--- src/rtl/hsv_frame_receiver.sv ---
`timescale 1ns/1ps
// -----------------------------------------------------------------------------
// hsv_frame_receiver
//
// Receives bit-serial HSV pixels clocked by a Raspberry Pi over GPIO. The Pi
// clock, data and enable lines are synchronised and the Pi clock debounced in
// the fpga_clk domain. Each pixel is thresholded into a hand/non-hand mask bit
// and stored into a LENGTH x WIDTH frame buffer that is read out by row.
//
// Ports
//   fpga_clk      system clock
//   rst           asynchronous active-high reset
//   pi_clk        Pi serial clock (asynchronous)
//   data_in       Pi serial data, LSB first (asynchronous)
//   write_enable  Pi transfer enable; low pauses the transfer (asynchronous)
//   min_hue       hue lower bound, inclusive
//   max_hue       hue upper bound, inclusive (min_hue > max_hue = wrap band)
//   min_sat       saturation lower bound, inclusive
//   min_val       value lower bound, inclusive
//   frame_ack     consumer releases a completed frame
//   rd_row        row select; rd_data follows one cycle later
//   rd_data       mask row, bit c = column c; rows >= LENGTH read as 0
//   frame_ready   a full frame is stored
//   pix_valid     one-cycle pulse per classified pixel
//   pix_mask      mask bit of the last classified pixel
//   busy          receiving a frame
//   sync_err      sticky: a partial pixel was dropped by timeout
//   overflow_err  sticky: a Pi clock edge arrived while the frame was full
// -----------------------------------------------------------------------------
module hsv_frame_receiver #(
  parameter int LENGTH      = 30,
  parameter int WIDTH       = 30,
  parameter int CHAN_BITS   = 8,
  parameter int SYNC_STAGES = 2,
  parameter int DEBOUNCE    = 4,
  parameter int TIMEOUT     = 4096,
  localparam int ROW_BITS   = (LENGTH > 1) ? $clog2(LENGTH) : 1
) (
  input  logic                 fpga_clk,
  input  logic                 rst,
  input  logic                 pi_clk,
  input  logic                 data_in,
  input  logic                 write_enable,
  input  logic [CHAN_BITS-1:0] min_hue,
  input  logic [CHAN_BITS-1:0] max_hue,
  input  logic [CHAN_BITS-1:0] min_sat,
  input  logic [CHAN_BITS-1:0] min_val,
  input  logic                 frame_ack,
  input  logic [ROW_BITS-1:0]  rd_row,
  output logic [WIDTH-1:0]     rd_data,
  output logic                 frame_ready,
  output logic                 pix_valid,
  output logic                 pix_mask,
  output logic                 busy,
  output logic                 sync_err,
  output logic                 overflow_err
);

  localparam int PIX_BITS = 3 * CHAN_BITS;
  localparam int COL_BITS = (WIDTH > 1) ? $clog2(WIDTH) : 1;
  localparam int CNT_BITS = $clog2(PIX_BITS + 1);
  localparam int DB_BITS  = (DEBOUNCE > 1) ? $clog2(DEBOUNCE) : 1;
  localparam int TO_BITS  = (TIMEOUT > 1) ? $clog2(TIMEOUT) : 1;

  localparam logic [ROW_BITS:0]   ROWS_EXT = (ROW_BITS + 1)'(LENGTH);
  localparam logic [ROW_BITS-1:0] LAST_ROW = ROW_BITS'(LENGTH - 1);
  localparam logic [COL_BITS-1:0] LAST_COL = COL_BITS'(WIDTH - 1);
  localparam logic [CNT_BITS-1:0] PIX_CNT  = CNT_BITS'(PIX_BITS);
  localparam logic [DB_BITS-1:0]  DB_LAST  = DB_BITS'(DEBOUNCE - 1);
  localparam logic [TO_BITS-1:0]  TO_LAST  = TO_BITS'(TIMEOUT - 1);

  typedef enum logic [1:0] {IDLE, RECV, FULL} state_t;

  // ---------------------------------------------------------------------------
  // Input conditioning
  // ---------------------------------------------------------------------------
  logic [SYNC_STAGES-1:0] clk_sync, data_sync, we_sync;
  logic                   clk_s, data_s, we_s;

  // NOTE: sequential state is always assigned with <= so every flop samples
  // the pre-edge value of its neighbours; blocking assignments here would
  // collapse the synchroniser chain into a single flop.
  always_ff @(posedge fpga_clk or posedge rst) begin
    if (rst) begin
      clk_sync  <= '0;
      data_sync <= '0;
      we_sync   <= '0;
    end else begin
      clk_sync  <= {clk_sync[SYNC_STAGES-2:0], pi_clk};
      data_sync <= {data_sync[SYNC_STAGES-2:0], data_in};
      we_sync   <= {we_sync[SYNC_STAGES-2:0], write_enable};
    end
  end

  assign clk_s  = clk_sync[SYNC_STAGES-1];
  assign data_s = data_sync[SYNC_STAGES-1];
  assign we_s   = we_sync[SYNC_STAGES-1];

  // The filtered Pi clock only follows the synced level after DEBOUNCE
  // consecutive disagreeing samples, so short glitches never reach the FSM.
  logic               pi_filt;
  logic [DB_BITS-1:0] db_cnt;
  logic               strobe;

  always_ff @(posedge fpga_clk or posedge rst) begin
    if (rst) begin
      pi_filt <= 1'b0;
      db_cnt  <= '0;
      strobe  <= 1'b0;
    end else if (clk_s != pi_filt) begin
      if (db_cnt == DB_LAST) begin
        pi_filt <= clk_s;
        db_cnt  <= '0;
        strobe  <= clk_s;  // only the rising edge of the filtered level
      end else begin
        db_cnt  <= db_cnt + DB_BITS'(1);
        strobe  <= 1'b0;
      end
    end else begin
      db_cnt <= '0;
      strobe <= 1'b0;
    end
  end

  // ---------------------------------------------------------------------------
  // Classification of the assembled pixel
  // ---------------------------------------------------------------------------
  logic [PIX_BITS-1:0]  shift_reg;
  logic [CHAN_BITS-1:0] hue, sat, val;
  logic                 hue_ok, mask;

  assign hue = shift_reg[CHAN_BITS-1:0];
  assign sat = shift_reg[2*CHAN_BITS-1:CHAN_BITS];
  assign val = shift_reg[3*CHAN_BITS-1:2*CHAN_BITS];

  // min_hue > max_hue selects a band that wraps through zero (red hues).
  assign hue_ok = (min_hue <= max_hue) ? ((hue >= min_hue) && (hue <= max_hue))
                                       : ((hue >= min_hue) || (hue <= max_hue));
  assign mask   = hue_ok && (sat >= min_sat) && (val >= min_val);

  // ---------------------------------------------------------------------------
  // Receive FSM, frame buffer and readout
  // ---------------------------------------------------------------------------
  state_t              state;
  logic [ROW_BITS-1:0] row;
  logic [COL_BITS-1:0] col;
  logic [CNT_BITS-1:0] bit_cnt;
  logic [TO_BITS-1:0]  to_cnt;
  logic [WIDTH-1:0]    frame [LENGTH];

  always_ff @(posedge fpga_clk or posedge rst) begin
    if (rst) begin
      state        <= IDLE;
      row          <= '0;
      col          <= '0;
      bit_cnt      <= '0;
      to_cnt       <= '0;
      shift_reg    <= '0;
      rd_data      <= '0;
      frame_ready  <= 1'b0;
      pix_valid    <= 1'b0;
      pix_mask     <= 1'b0;
      busy         <= 1'b0;
      sync_err     <= 1'b0;
      overflow_err <= 1'b0;
      // NOTE: the buffer is cleared on reset so a consumer can never read a
      // mask left over from before the reset; this keeps it in flops rather
      // than a RAM macro, which is acceptable at up to 64x64 bits.
      for (int r = 0; r < LENGTH; r++) frame[r] <= '0;
    end else begin
      pix_valid <= 1'b0;
      // Read sees the pre-write row when it coincides with a pixel write.
      rd_data   <= ({1'b0, rd_row} < ROWS_EXT) ? frame[rd_row] : '0;

      case (state)
        IDLE: begin
          if (we_s) begin
            state <= RECV;
            busy  <= 1'b1;
          end
        end

        RECV: begin
          if (bit_cnt == PIX_CNT) begin
            // Pixel complete: commit the mask the cycle after the last bit.
            frame[row][col] <= mask;
            pix_valid       <= 1'b1;
            pix_mask        <= mask;
            bit_cnt         <= '0;
            shift_reg       <= '0;
            to_cnt          <= '0;
            if (col == LAST_COL) begin
              col <= '0;
              if (row == LAST_ROW) begin
                row         <= '0;
                state       <= FULL;
                busy        <= 1'b0;
                frame_ready <= 1'b1;
              end else begin
                row <= row + ROW_BITS'(1);
              end
            end else begin
              col <= col + COL_BITS'(1);
            end
          end else if (strobe) begin
            to_cnt <= '0;
            if (we_s) begin
              shift_reg <= {data_s, shift_reg[PIX_BITS-1:1]};
              bit_cnt   <= bit_cnt + CNT_BITS'(1);
            end
          end else if (bit_cnt != '0) begin
            if (to_cnt == TO_LAST) begin
              // Pi lost bit alignment: drop the partial pixel, keep position.
              bit_cnt   <= '0;
              shift_reg <= '0;
              to_cnt    <= '0;
              sync_err  <= 1'b1;
            end else begin
              to_cnt <= to_cnt + TO_BITS'(1);
            end
          end else begin
            to_cnt <= '0;
          end
        end

        FULL: begin
          if (frame_ack) begin
            state        <= IDLE;
            row          <= '0;
            col          <= '0;
            bit_cnt      <= '0;
            frame_ready  <= 1'b0;
            sync_err     <= 1'b0;
            overflow_err <= 1'b0;
          end else if (strobe) begin
            overflow_err <= 1'b1;
          end
        end

        default: begin
          state <= IDLE;
          busy  <= 1'b0;
        end
      endcase
    end
  end

endmodule

--- config.mk ---
export PLATFORM = sky130hd
export DESIGN_NAME = hsv_frame_receiver
export DESIGN_NICKNAME = d
export VERILOG_FILES = /design/src/rtl/hsv_frame_receiver.sv
export SDC_FILE = /design/constraint.sdc
export NUM_CORES = 2
export LEC_CHECK = 0
export CAP_MARGIN = 30
export CORE_MARGIN = 2
export CORE_UTILIZATION = 30
export CTS_CLUSTER_SIZE = 40
export DETAILED_ROUTE_END_ITERATION = 8
export GPL_TIMING_DRIVEN = 1
export HOLD_SLACK_MARGIN = 0.08
export SLEW_MARGIN = 20
export SYNTH_ARGS = -nofsm -noshare
export SYNTH_HDL_FRONTEND = slang
export SYNTH_SLANG_ARGS = --single-unit
--- constraint.sdc ---
create_clock -name fpga_clk -period 42.6 [get_ports fpga_clk]
set_clock_uncertainty 0.15 [all_clocks]
set_input_delay 8.52 -clock fpga_clk [delete_from_list [all_inputs] [get_ports fpga_clk]]
set_output_delay 8.52 -clock fpga_clk [all_outputs]
set_load 0.02 [all_outputs]
* Yosys cells after proc, flatten, opt, wreduce, memory -nomap -nowiden
Index checks and enable logic that the tools add are counted.
** Storage, ports and cells
- Register bits :: 999
- Latch bits :: 0
- Memory bits (writable) :: 0
- Memory bits (read-only) :: 0
- Bits of input ports :: 43
- Output and inout bits :: 36
- Memories kept :: 0
** Cells by class
- Add/sub/neg operators :: 5
- Multipliers :: 0
- Divide/modulo/power cells :: 0
- $lt $le $gt $ge :: 11
- Eq/ne operators :: 21
- Shift-type cells :: 0
- Multiplexer cells :: 62
- Bitwise operators :: 3
- Reduce and logical (&&, ||, !) cells :: 23
** Operator list (number)
- $bwmux 900 :: 1
- $bmux 30 s5 :: 1
- $demux 30 s5 :: 1
- $mux 24 :: 5
- $mux 30 :: 4
- $mux 5 :: 11
- $mux 12 :: 4
- $pmux 5 s2 :: 3
- $ge 8x8->1 :: 3
- $mux 1 :: 20
- $reduce_and 5->1 :: 4
- $ne 2x2->1 const B :: 9
- $le 8x8->1 :: 2
- $add 5x1->5 const B :: 3
- $eq 5x5->1 const B :: 3
- $mux 2 :: 7
- $add 12x1->12 const B :: 1
- $eq 12x12->1 const B :: 1
- $ge 6x6->1 const B :: 2
- $ne 4x4->1 const B :: 3
- $not 5->6 :: 2
- $reduce_and 4->1 :: 2
- $lt 5x6->1 const B :: 1
- $lt 6x1->1 const B :: 1
- other kinds (21) :: 31

* Depth between registers and ports, before layout
- Depth in word-level cells :: 7
- Depth in mapped cells :: 12
- Depth with buffers taken out :: 9

* Worst setup path after synthesis
No wires, ideal clock.
- Path type :: input -> register
- Start point :: in min_hue[0]
- End point :: reg frame[240] (netlist name)
- Arrival :: 10320 ps
- Path slack :: 31983 ps
- Cell stages on the path :: 10
- Cells stage by stage :: ha_1 > nand2b_1 > a2111oi_0 > nor3_1 > a211oi_2 > maj3_2 > buf_8 > buf_8 > buf_6 > o41ai_2
** Between the ends
- Cells in the longest elaborated chain, start to end :: 6
- Elaborated cells between the ends (all ways) :: 8
- Those cells by class :: order compare: 2; mux: 2; reduce/logical: 4
** RTL lines
- start: declaration :: line 44 : input logic [CHAN_BITS-1:0] min_hue,
- $ge 8x8->1 :: line 137, 138
- $logic_or 1x1->1 or $logic_and 1x1->1 (tied branches) :: line 138, 137
- $mux 1 (*) :: line 137 : assign hue_ok = (min_hue <= max_hue) ? ((hue >= min_hue) && (hue <= max_hue))
- $logic_and 1x1->1 (*) (2 in series) :: line 139 : assign mask = hue_ok && (sat >= min_sat) && (val >= min_val);
- $bwmux 900 (*) :: line 186 : frame[row][col] <= mask;
- end signal: indexed assignment :: line 186
- end: declaration :: line 149 : logic [WIDTH-1:0] frame [LENGTH];
Mark *: on every way between the ends. The rest lies on a longest branch, timed or not.
A chain may end at the register's enable or synchronous reset.

* Worst setup path in the final report
- Start point :: in min_hue[0]
- End point :: reg frame[882] (netlist name)
The elaborated chain is that of the path after synthesis.

==> flow_summary.ini <==
[status]
status = finished clean

[global_route]
antenna_found_initial = 3
grt_max_degree = 170
track_usage = 0.164
grt_first_pass_wirelength_mm = 253
grt_overflow = 0
first_global_vias = 39100

[worst_setup_path]
critPathMostFrequentCell = buf_4
cp_slowest_cell = buf_4
required_ns = 43.02
path_class = in -> reg
path_delay_family = buffers and inverters
crit_buf_inv = 6
crit_path_start_kind = input pin
path_max_fanout = 70
crit_chain = clkdlybuf4s50_1 -> ha_1 -> nand2b_1 -> a2111oi_0 -> nor3_1 -> a211oi_2 -> maj3_4 -> buf_4 -> buf_4 -> buf_4 -> buf_4 -> buf_4 -> o41ai_2
worst-endpoint-arrival_ns = 15.12
cp_slowest_stage_delay_ns = 0.88
worstSetupEndpointType = register

[clock_network]
clk_pin_slew_worst_paths_ns = 0.07
cts_tree = done
cts_setup_buffers = 0
insertion_delay_ns = 0.74
post_cts_resized = 0
root_buffer = clkbuf_16
cts_sinks = 999
clk_path_buf_depth = 3
cts_max_level = 3
numCtsBuffers = 107
ctsHoldBuffers = 0

[die]
row_count = 160
die-area_mm2 = 0.196
initial_core_util = 0.302
core_mm2 = 0.191
dieWidth_um = 442
ioPinCount = 79
chipHeight_um = 442

[synthesis]
ys_warn_count = 0
synth_top_area_cell = dfrtp_1
synth-async-reset-ratio = 1.00
ys_ff_latch = 999
synth.distinct_cells = 69
synth_top_area_share = 0.434
synth_seq_area_share = 0.434
syn_area_per_cell_um2 = 12.8
syn_nets = 4611
synth_ff_type = dfrtp_1
netlist_top_cells_area = dfrtp_1 (43%), o41ai_2 (22%), mux4_2 (9.1%)
netlist_instances = 4512
syn_area_mm2 = 0.0576
synth-edff-count = 0

[route]
vias_per_cell = 5.80
drt_iter0_drc = 3884
drt-pass1-iter-count = 5
ant_nets = 0
wire_per_inst_um = 24.3
via_count = 39400
drc = 0
wl_mm = 165

[final_layout]
nets = 4305
antennaDiodeCount = 0
area_growth_pct = 9.64
final_area_mm2 = 0.0632
fillCellCount = 18600
final_common_cell = dfrtp_1
largest_reg_flops = 900
mostFrequentLayoutCells = dfrtp_1 (999), o21ai_0 (841), o41ai_2 (795)
drive_gt1_frac = 0.340

[timing]
maxSlewViolCount = 0
fmax_ghz = 0.0681
slew_headroom = 0.285
hold_viol_final = 0
tightest_slew_ns = 1.07
setup_viol = 0
period_minus_slack_ns = 14.69
rsz0062_at_grt = false
fin_tns_setup_ns = 0
post-route-period-util = 0.345

[pwr]
p_comb_frac = 0.139
sw_frac_of_total = 0.299
power.density_mw_per_mm2 = 36.2
cellInternalPower_mw = 1.60
leakage_nw = 18.0
clockPowerShare = 0.436
ir_worst_vdd_v = 0.0000377
power_frac_seq = 0.426
p_switching_uw = 685

[place]
dpl_cell_area_mm2 = 0.0591
hpwlAfterDp_mm = 91.8
io_buffers = 78
gp_congestion = 0.760

[flow_run]
maxCapViolations = 0

[min_path]
hold_path_class = reg -> reg
-- synth_stat cells (12+ instances only) --
cell and count:
inv_1 63, nor2_1 60, nand2b_1 16, nand2_1 301
o21ai_0 841, o21ai_1 59, a21oi_1 30, mux2_2 18
o41ai_1 13, buf_1 12, buf_12 78, o22ai_1 25
ha_1 56, nand3_1 49, dfrtp_1 999, o31ai_1 98
clkbuf_1 371, mux2i_1 65, buf_6 31, nor2b_1 13
buf_2 127, buf_4 21, mux4_2 232, nand4_1 17
o41ai_2 795
-- logic make-up (layout without fill, tap and decap cells) --
group / Yosys count / after routing / synth area share
multiplexers: 316 / 316 / 0.106
buffers and inverters: 711 / 493 / 0.0776
flip-flops: 999 / 999 / 0.434
adder cells (fa/ha/maj): 57 / 57 / 0.0124
AO/OA/AOI/OAI: 1907 / 1907 / 0.329
AND/OR/NAND/NOR: 513 / 513 / 0.0397
XOR/XNOR: 9 / 9 / 0.00137
-- worst reg2reg max path, stage by stage, from the launching register on --
cell       delay, ns
dfrtp_1         0.38
inv_1           0.10
ha_1            0.23
nand2b_1        0.14
a2111oi_0       0.41
nor3_1          0.11
a211oi_2        0.18
maj3_4          0.69
buf_4           0.93
buf_4           0.95
buf_4           0.56
buf_4           0.81
buf_4           0.81
o41ai_2         0.25
-- power groups by stage --
stage	clock, mW	combinational, mW	sequential (mW)
after floorplan	0	0.233	0.988
after global placement	0	0.302	0.991
after detailed placement	0	0.311	0.992
after CTS	1.02	0.311	0.974
after global routing	1.06	0.334	0.975
final	0.997	0.318	0.974
-- area by class of cell --
class	instances	area, um2	share of cell area
sequential	999	25000	0.396
clock inverter	42	495	0.00784
inverter	64	253	0.00400
clock buffer	155	3230	0.0512
tap	2511	3140	0.0497
timing repair buffer	232	2530	0.0401
multi-input combinational	2802	28500	0.451
-- path summary, 6_finish.rpt --
kind | start | endpoint | slack [ns] | depth (start not counted)
max | min_hue[0] | frame[882]$_DFFE_PP0P_ | 27.91 | 13
min | we_sync[0]$_DFF_PP0_ | we_sync[1]$_DFF_PP0_ | 0.20 | 0
max reg2reg | shift_reg[0]$_DFFE_PP0P_ | frame[882]$_DFFE_PP0P_ | 35.74 | 13
min reg2reg | we_sync[0]$_DFF_PP0_ | we_sync[1]$_DFF_PP0_ | 0.20 | 0
max in group asynchronous | rst | frame[133]$_DFFE_PP0P_ | 30.89 | 6
min in group asynchronous | rst | pix_valid$_DFF_PP0_ | 8.00 | 2
-- per-layer routing --
layer / GRT usage / share of wire / vias to the layer above
met2: 0.272 / 0.48 / 1228
met4: 0.0541 / 0.029 / 0
met3: 0.0198 / 0.053 / 222
met5: 0 / 0 / -
li1: - / - / 17100
met1: 0.222 / 0.43 / 20900
-- stage by stage --
step	util	std cells	total power, mW	hold WS, ns	worst slack [ns]
floorplan	-	4512	1.22	0.181	5.82
global placement	0.307	6568	1.29	0.184	26.79
detailed placement	0.310	6594	1.30	0.186	26.71
CTS	0.330	6791	2.30	0.200	27.48
global route	0.331	6805	2.37	0.209	27.55
finish	0.331	6805	2.29	0.196	27.91
(Power assumes the default switching activity.)
